<file path="config.mk">
export PLATFORM = sky130hd
export DESIGN_NAME = ucsbece154a_muldiv
export DESIGN_NICKNAME = d
export VERILOG_FILES = /design/src/rtl/ucsbece154a_muldiv_pkg.sv /design/src/rtl/ucsbece154a_negcond.sv /design/src/rtl/ucsbece154a_muldiv.sv
export SDC_FILE = /design/constraint.sdc
export NUM_CORES = 1
export LEC_CHECK = 0
export CAP_MARGIN = 20
export CORE_ASPECT_RATIO = 1.5
export CORE_MARGIN = 2
export CORE_UTILIZATION = 55
export DETAILED_ROUTE_END_ITERATION = 8
export HOLD_SLACK_MARGIN = 0.08
export PLACE_DENSITY = 0.76
export SLEW_MARGIN = 15
export SYNTH_ARGS = -nofsm -noshare
export SYNTH_HDL_FRONTEND = slang
export SYNTH_SLANG_ARGS = --single-unit
</file>
<file path="constraint.sdc">
create_clock -name clk -period 5.9 [get_ports clk]
set_input_delay 0.59 -clock clk [delete_from_list [all_inputs] [get_ports clk]]
set_output_delay 0.59 -clock clk [all_outputs]
set_load 0.02 [all_outputs]
</file>
<file path="src/rtl/ucsbece154a_muldiv_pkg.sv">
// Operation codes, FSM encodings and op-class helpers shared by the
// multicycle multiply/divide unit.
package ucsbece154a_muldiv_pkg;

    localparam logic [2:0] MDOp_multu = 3'd0;
    localparam logic [2:0] MDOp_mult  = 3'd1;
    localparam logic [2:0] MDOp_divu  = 3'd2;
    localparam logic [2:0] MDOp_div   = 3'd3;
    localparam logic [2:0] MDOp_mthi  = 3'd4;
    localparam logic [2:0] MDOp_mtlo  = 3'd5;

    typedef enum logic [1:0] {
        MDState_idle = 2'd0,
        MDState_run  = 2'd1,
        MDState_fin  = 2'd2
    } md_state_e;

    function automatic logic md_is_mul(input logic [2:0] op);
        return (op == MDOp_multu) || (op == MDOp_mult);
    endfunction

    function automatic logic md_is_div(input logic [2:0] op);
        return (op == MDOp_divu) || (op == MDOp_div);
    endfunction

    function automatic logic md_is_signed(input logic [2:0] op);
        return (op == MDOp_mult) || (op == MDOp_div);
    endfunction

endpackage

</file>
<file path="src/rtl/ucsbece154a_negcond.sv">
// Conditional two's complement negate; used both to take operand magnitudes
// and to restore the sign of finished results.
module ucsbece154a_negcond #(
    parameter int W = 32
) (
    input  logic         neg_i,
    input  logic [W-1:0] a_i,
    output logic [W-1:0] y_o
);

    assign y_o = neg_i ? ((~a_i) + {{(W-1){1'b0}}, 1'b1}) : a_i;

endmodule

</file>
<file path="src/rtl/ucsbece154a_muldiv.sv">
// Multicycle MIPS multiply/divide unit owning HI/LO: shift-add multiply and
// restoring divide on operand magnitudes, one result bit per cycle.
module ucsbece154a_muldiv
    import ucsbece154a_muldiv_pkg::*;
#(
    parameter int WIDTH = 32,
    parameter int CW    = $clog2(WIDTH) + 1
) (
    input  logic             clk,
    input  logic             reset,
    input  logic             start_i,
    input  logic [2:0]       op_i,
    input  logic [WIDTH-1:0] a_i,
    input  logic [WIDTH-1:0] b_i,
    output logic             busy_o,
    output logic             done_o,
    output logic             divzero_o,
    output logic [WIDTH-1:0] hi_o,
    output logic [WIDTH-1:0] lo_o
);

    localparam logic [CW-1:0] CNT_ONE  = {{(CW-1){1'b0}}, 1'b1};
    localparam logic [CW-1:0] CNT_INIT = CW'(WIDTH);

    md_state_e        state_q, state_d;
    logic [CW-1:0]    cnt_q, cnt_d;
    logic [WIDTH-1:0] upper_q, upper_d, lower_q, lower_d, opnd_q, opnd_d;
    logic             is_div_q, is_div_d, neg_lo_q, neg_lo_d, neg_hi_q, neg_hi_d;
    logic [WIDTH-1:0] hi_q, hi_d, lo_q, lo_d;
    logic             busy_q, busy_d, done_q, done_d, dz_q, dz_d;

    logic             a_neg, b_neg, b_zero, launch;
    logic [WIDTH-1:0] abs_a, abs_b;
    logic [WIDTH:0]   mul_sum, div_shift;
    logic             div_ge;
    logic [WIDTH-1:0] step_upper, step_lower;
    logic [WIDTH-1:0] quo_fix, rem_fix;
    logic [2*WIDTH-1:0] prod_fix;

    assign a_neg  = md_is_signed(op_i) & a_i[WIDTH-1];
    assign b_neg  = md_is_signed(op_i) & b_i[WIDTH-1];
    assign b_zero = (b_i == {WIDTH{1'b0}});
    assign launch = start_i && (md_is_mul(op_i) || (md_is_div(op_i) && !b_zero));

    ucsbece154a_negcond #(.W(WIDTH)) u_abs_a (.neg_i(a_neg), .a_i(a_i), .y_o(abs_a));
    ucsbece154a_negcond #(.W(WIDTH)) u_abs_b (.neg_i(b_neg), .a_i(b_i), .y_o(abs_b));

    // Multiply: {upper,lower} shifts right, adding the multiplicand on lower[0].
    // Divide: {upper,lower} shifts left, subtracting the divisor when it fits.
    assign mul_sum    = {1'b0, upper_q} + (lower_q[0] ? {1'b0, opnd_q} : {(WIDTH+1){1'b0}});
    assign div_shift  = {upper_q, lower_q[WIDTH-1]};
    assign div_ge     = (div_shift >= {1'b0, opnd_q});
    assign step_upper = is_div_q ? (div_ge ? (div_shift[WIDTH-1:0] - opnd_q) : div_shift[WIDTH-1:0])
                                 : mul_sum[WIDTH:1];
    assign step_lower = is_div_q ? {lower_q[WIDTH-2:0], div_ge}
                                 : {mul_sum[0], lower_q[WIDTH-1:1]};

    ucsbece154a_negcond #(.W(2*WIDTH)) u_fix_prod (.neg_i(neg_lo_q), .a_i({step_upper, step_lower}), .y_o(prod_fix));
    ucsbece154a_negcond #(.W(WIDTH))   u_fix_quo  (.neg_i(neg_lo_q), .a_i(step_lower), .y_o(quo_fix));
    ucsbece154a_negcond #(.W(WIDTH))   u_fix_rem  (.neg_i(neg_hi_q), .a_i(step_upper), .y_o(rem_fix));

    // State, iteration and architectural registers.
    always_ff @(posedge clk or posedge reset) begin
        if (reset) begin
            state_q  <= MDState_idle;
            cnt_q    <= {CW{1'b0}};
            upper_q  <= {WIDTH{1'b0}};
            lower_q  <= {WIDTH{1'b0}};
            opnd_q   <= {WIDTH{1'b0}};
            is_div_q <= 1'b0;
            neg_lo_q <= 1'b0;
            neg_hi_q <= 1'b0;
            hi_q     <= {WIDTH{1'b0}};
            lo_q     <= {WIDTH{1'b0}};
            busy_q   <= 1'b0;
            done_q   <= 1'b0;
            dz_q     <= 1'b0;
        end else begin
            state_q  <= state_d;
            cnt_q    <= cnt_d;
            upper_q  <= upper_d;
            lower_q  <= lower_d;
            opnd_q   <= opnd_d;
            is_div_q <= is_div_d;
            neg_lo_q <= neg_lo_d;
            neg_hi_q <= neg_hi_d;
            hi_q     <= hi_d;
            lo_q     <= lo_d;
            busy_q   <= busy_d;
            done_q   <= done_d;
            dz_q     <= dz_d;
        end
    end

    // Next-state logic.
    always_comb begin
        state_d = state_q;
        case (state_q)
            MDState_idle: begin
                if (launch) state_d = MDState_run;
                else        state_d = MDState_idle;
            end
            MDState_run: begin
                if (cnt_q == CNT_ONE) state_d = MDState_fin;
                else                  state_d = MDState_run;
            end
            MDState_fin: state_d = MDState_idle;
            default:     state_d = MDState_idle;
        endcase
    end

    // Datapath and output logic. Results are committed on the edge entering
    // FIN so HI/LO already hold them while done_o is high.
    always_comb begin
        cnt_d    = cnt_q;
        upper_d  = upper_q;
        lower_d  = lower_q;
        opnd_d   = opnd_q;
        is_div_d = is_div_q;
        neg_lo_d = neg_lo_q;
        neg_hi_d = neg_hi_q;
        hi_d     = hi_q;
        lo_d     = lo_q;
        done_d   = 1'b0;
        dz_d     = 1'b0;
        busy_d   = (state_d == MDState_run) || (state_d == MDState_fin);
        case (state_q)
            MDState_idle: begin
                if (start_i) begin
                    case (op_i)
                        MDOp_multu, MDOp_mult: begin
                            opnd_d   = abs_a;
                            lower_d  = abs_b;
                            upper_d  = {WIDTH{1'b0}};
                            is_div_d = 1'b0;
                            neg_lo_d = a_neg ^ b_neg;
                            neg_hi_d = 1'b0;
                            cnt_d    = CNT_INIT;
                        end
                        MDOp_divu, MDOp_div: begin
                            if (b_zero) begin
                                done_d = 1'b1;
                                dz_d   = 1'b1;
                            end else begin
                                opnd_d   = abs_b;
                                lower_d  = abs_a;
                                upper_d  = {WIDTH{1'b0}};
                                is_div_d = 1'b1;
                                neg_lo_d = a_neg ^ b_neg;
                                neg_hi_d = a_neg;
                                cnt_d    = CNT_INIT;
                            end
                        end
                        MDOp_mthi: begin
                            hi_d   = a_i;
                            done_d = 1'b1;
                        end
                        MDOp_mtlo: begin
                            lo_d   = a_i;
                            done_d = 1'b1;
                        end
                        default: done_d = 1'b0;
                    endcase
                end else begin
                    done_d = 1'b0;
                end
            end
            MDState_run: begin
                upper_d = step_upper;
                lower_d = step_lower;
                cnt_d   = cnt_q - CNT_ONE;
                if (cnt_q == CNT_ONE) begin
                    done_d = 1'b1;
                    if (is_div_q) begin
                        hi_d = rem_fix;
                        lo_d = quo_fix;
                    end else begin
                        hi_d = prod_fix[2*WIDTH-1:WIDTH];
                        lo_d = prod_fix[WIDTH-1:0];
                    end
                end else begin
                    done_d = 1'b0;
                end
            end
            MDState_fin: done_d = 1'b0;
            default:     done_d = 1'b0;
        endcase
    end

    assign busy_o    = busy_q;
    assign done_o    = done_q;
    assign divzero_o = dz_q;
    assign hi_o      = hi_q;
    assign lo_o      = lo_q;

endmodule

</file>
==> summary.txt <==
Placed Cells - 2,619
Final critical-path required period - 5.35 ns
Die area - 31,300 µm²
Final core utilization - 64.3%
Fmax - 0.187 GHz
Largest net degree at the start of global routing - 77
Fill count - 2,735
Num Clock Sinks - 174
Post-synthesis sequential area ratio - 26.5%
Final cell count without fillers - 2,652
Mapped Nets - 2,304
Post-Syn Area - 16,500 µm²
Drt drc - 2
Flops & latches, synth - 174
Post-synth cell types - 94
Clock-pin slew on the worst setup and hold paths - 0.07 ns
CP startpoint kind - register
WP data arrival - 5.74 ns
Hold-critical path depth - 2
Final period util - 90.7%
Via density - 6.74
Hold Crit Class - reg -> reg
Worst-skew pair later-pin latency - 0.47 ns
Die width - 145 µm
Vias - 17,900
H-Tree Level Count - 4
Crit Path Class - reg -> reg
Final hold vios - 0
I/O Pins - 137
Async SR Flop Fraction - 100%
Worst slew margin - 26.9%
Cell Rows - 77
Root Buffer - clkbuf_16
Layout cells sized above 1 - 6.83%
Overflow after GRT - 0
Max cap viols - 0
Hold Buf Count CTS - 0
Design area - 18,900 µm²
Worst Path Max Fanout - 11
Post-route setup TNS - 0 ns
Layout Nets - 2,388
Number of enable flip-flop cells after synthesis - 0
Cts bufs inserted - 17
GRT Total Usage - 43.4%
Critical Path RT - 6.29 ns
Cts repair resizes - 0
Area after DPL - 18,300 µm²
Antenna viol nets, final - 0
Antenna violations before repair - 1
Setup bufs post-CTS - 0
Clock Skew - 0.0102 ns
Area growth syn-to-layout - 15.2%
Vias in the first global route - 17,600
Setup crit end kind - register
CTS tree - built
Final wirelength - 69.0 mm
Top FF cell, synth - dfrtp_1
Measured slew at the worst slew-check pin - 1.09 ns
Initial DRT Pass Iterations - 9
Yosys warns - 0
Failing checks - design-rule violations
Wire length of the first global-routing pass - 104 mm
DRT iter0 DRCs - 1,818
Status - finished, violations left
Initial Utilization - 55.8%
Gpl congestion - 1.09
Wirelength per Cell - 26.0 µm
Die Y - 216 µm
Synth Instances - 2,159
Worst Reg2Reg Path Length in Cells - 19
Fin. max-slew vios - 0
Clk buf depth - 2
DP HPWL - 53.5 mm
Input/output buffers - 136
Final setup vio count - 0
RSZ-0062 raised after global routing - false
Avg Cell Area, Syn - 7.62 µm²
Core area - 29,500 µm²
cell type report:
| type | instances | area [µm²] | area share [%] |
|---|---|---|---|
| clock buffers | 17 | 425 | 2.24 |
| multi-input cells | 1774 | 11300 | 59.8 |
| flip-flops and latches | 174 | 4360 | 23.0 |
| well taps | 395 | 494 | 2.61 |
| repair buffers | 194 | 1810 | 9.55 |
| clock inverters | 15 | 220 | 1.16 |
| diodes | 1 | 2.50 | 0.0132 |
| inverters | 82 | 313 | 1.65 |
Yosys cell counts, drive strengths merged (6+ instances only):
library cell    n  area [µm²]
a211oi         18         140
a21boi          8        71.3
a21o           24         180
a21oi         208        1060
a221o           6        60.1
a221oi          8         106
a22o           13         114
a31oi          36         240
and2           58         363
and3           23         144
and4            9        78.8
buf            34         164
clkbuf         95         357
dfrtp         174        4350
ha             73         913
inv            82         308
mux2           16         180
mux2i          55         551
nand2         260         983
nand2b         12        75.1
nand3          39         208
nand4          28         175
nor2          187         702
nor2b          13        81.3
nor3           61         322
nor3b          13         103
nor4           25         169
o2111ai         6        70.1
o211ai         17         133
o21a           18         143
o21ai         189         953
o221ai         18         158
o22ai          42         263
o311ai          8        77.6
o31a            6        52.6
o31ai          21         158
o41ai           9        86.3
or2             8        50.1
or3            18         113
or4            14         105
xnor2          81         709
xor2           63         552
stage by stage:
stage	setup slack, ns	hold slack, ns
after global routing	0.164	0.513
after detailed placement	0.709	0.474
after floorplan	0.593	0.465
after global placement	0.823	0.465
final	0.551	0.487
after CTS	0.675	0.490
cell families (layout without fill, tap and decap cells):
group                      Yosys count  count (layout)  synth area share (%)
muxes                               71              71                  4.44
AOI/OAI and AO/OA                  700             700                  27.4
and+or+nand+nor                    784             784                  23.2
other                                0               1                     0
xor gates and xnor gates           144             144                  7.67
buffers and inverters              211             308                  5.03
DFF                                174             174                  26.5
adders and majority gates           75              75                  5.80
per-layer routing:
metal	GRT usage, %	up-vias	share of wire [%]
li1	-	8041	-
met1	46.8	8512	35
met2	73.4	1016	48
met3	8.39	310	7.6
met4	36.7	0	9.8
met5	0	-	0
path summary, 6_finish.rpt:
| path | slack, ns | startpoint | endpoint |
|---|---|---|---|
| setup / recovery | 0.55 | upper_q[2]$_DFFE_PP0P_ | hi_o[28]$_DFFE_PP0P_ |
| hold / removal | 0.49 | lo_o[28]$_DFFE_PP0P_ | lo_o[28]$_DFFE_PP0P_ |
| setup reg to reg | 0.55 | upper_q[2]$_DFFE_PP0P_ | hi_o[28]$_DFFE_PP0P_ |
| hold reg to reg | 0.49 | lo_o[28]$_DFFE_PP0P_ | lo_o[28]$_DFFE_PP0P_ |
| max in group asynchronous | 3.93 | reset | lower_q[1]$_DFFE_PP0P_ |
| min in group asynchronous | 0.63 | reset | cnt_q[0]$_DFFE_PP0P_ |
registers in the layout, summed over array words and instances (netlist names), 2 cells and up:
name / flops
hi_o: 32
lo_o: 32
lower_q: 32
opnd_q: 32
upper_q: 32
cnt_q: 6
state_q: 2
placed cells by master, fill, tap and decap left out, types with 59 or more instances in the layout:
cell type        count
nand2_1            259
a21oi_1            203
xor2_1              63
nor3_1              59
nor2_1             186
inv_1               80
xnor2_1             81
dfrtp_1            173
o21ai_0            178
clkdlybuf4s50_1    136
ha_1                72
critical path, cell delays in order (launching register included):
cell	delay, ns
dfrtp_1	0.44
ha_1	0.45
a21o_1	0.26
a21oi_4	0.27
a2111oi_4	0.15
o21ai_2	0.55
nand4_1	0.16
buf_4	0.20
o21ai_0	0.11
ha_1	0.23
o2111ai_1	0.16
or3_1	0.46
or2_1	0.34
nor3_1	0.17
buf_4	0.18
nor2_1	0.07
o21ai_0	0.55
nor4b_1	0.32
nor3_1	0.09
o21ai_1	0.12
Power is left out: the tool's default activity adds up to more than one toggle a clock period on the data nets, which glitch-free logic cannot reach.
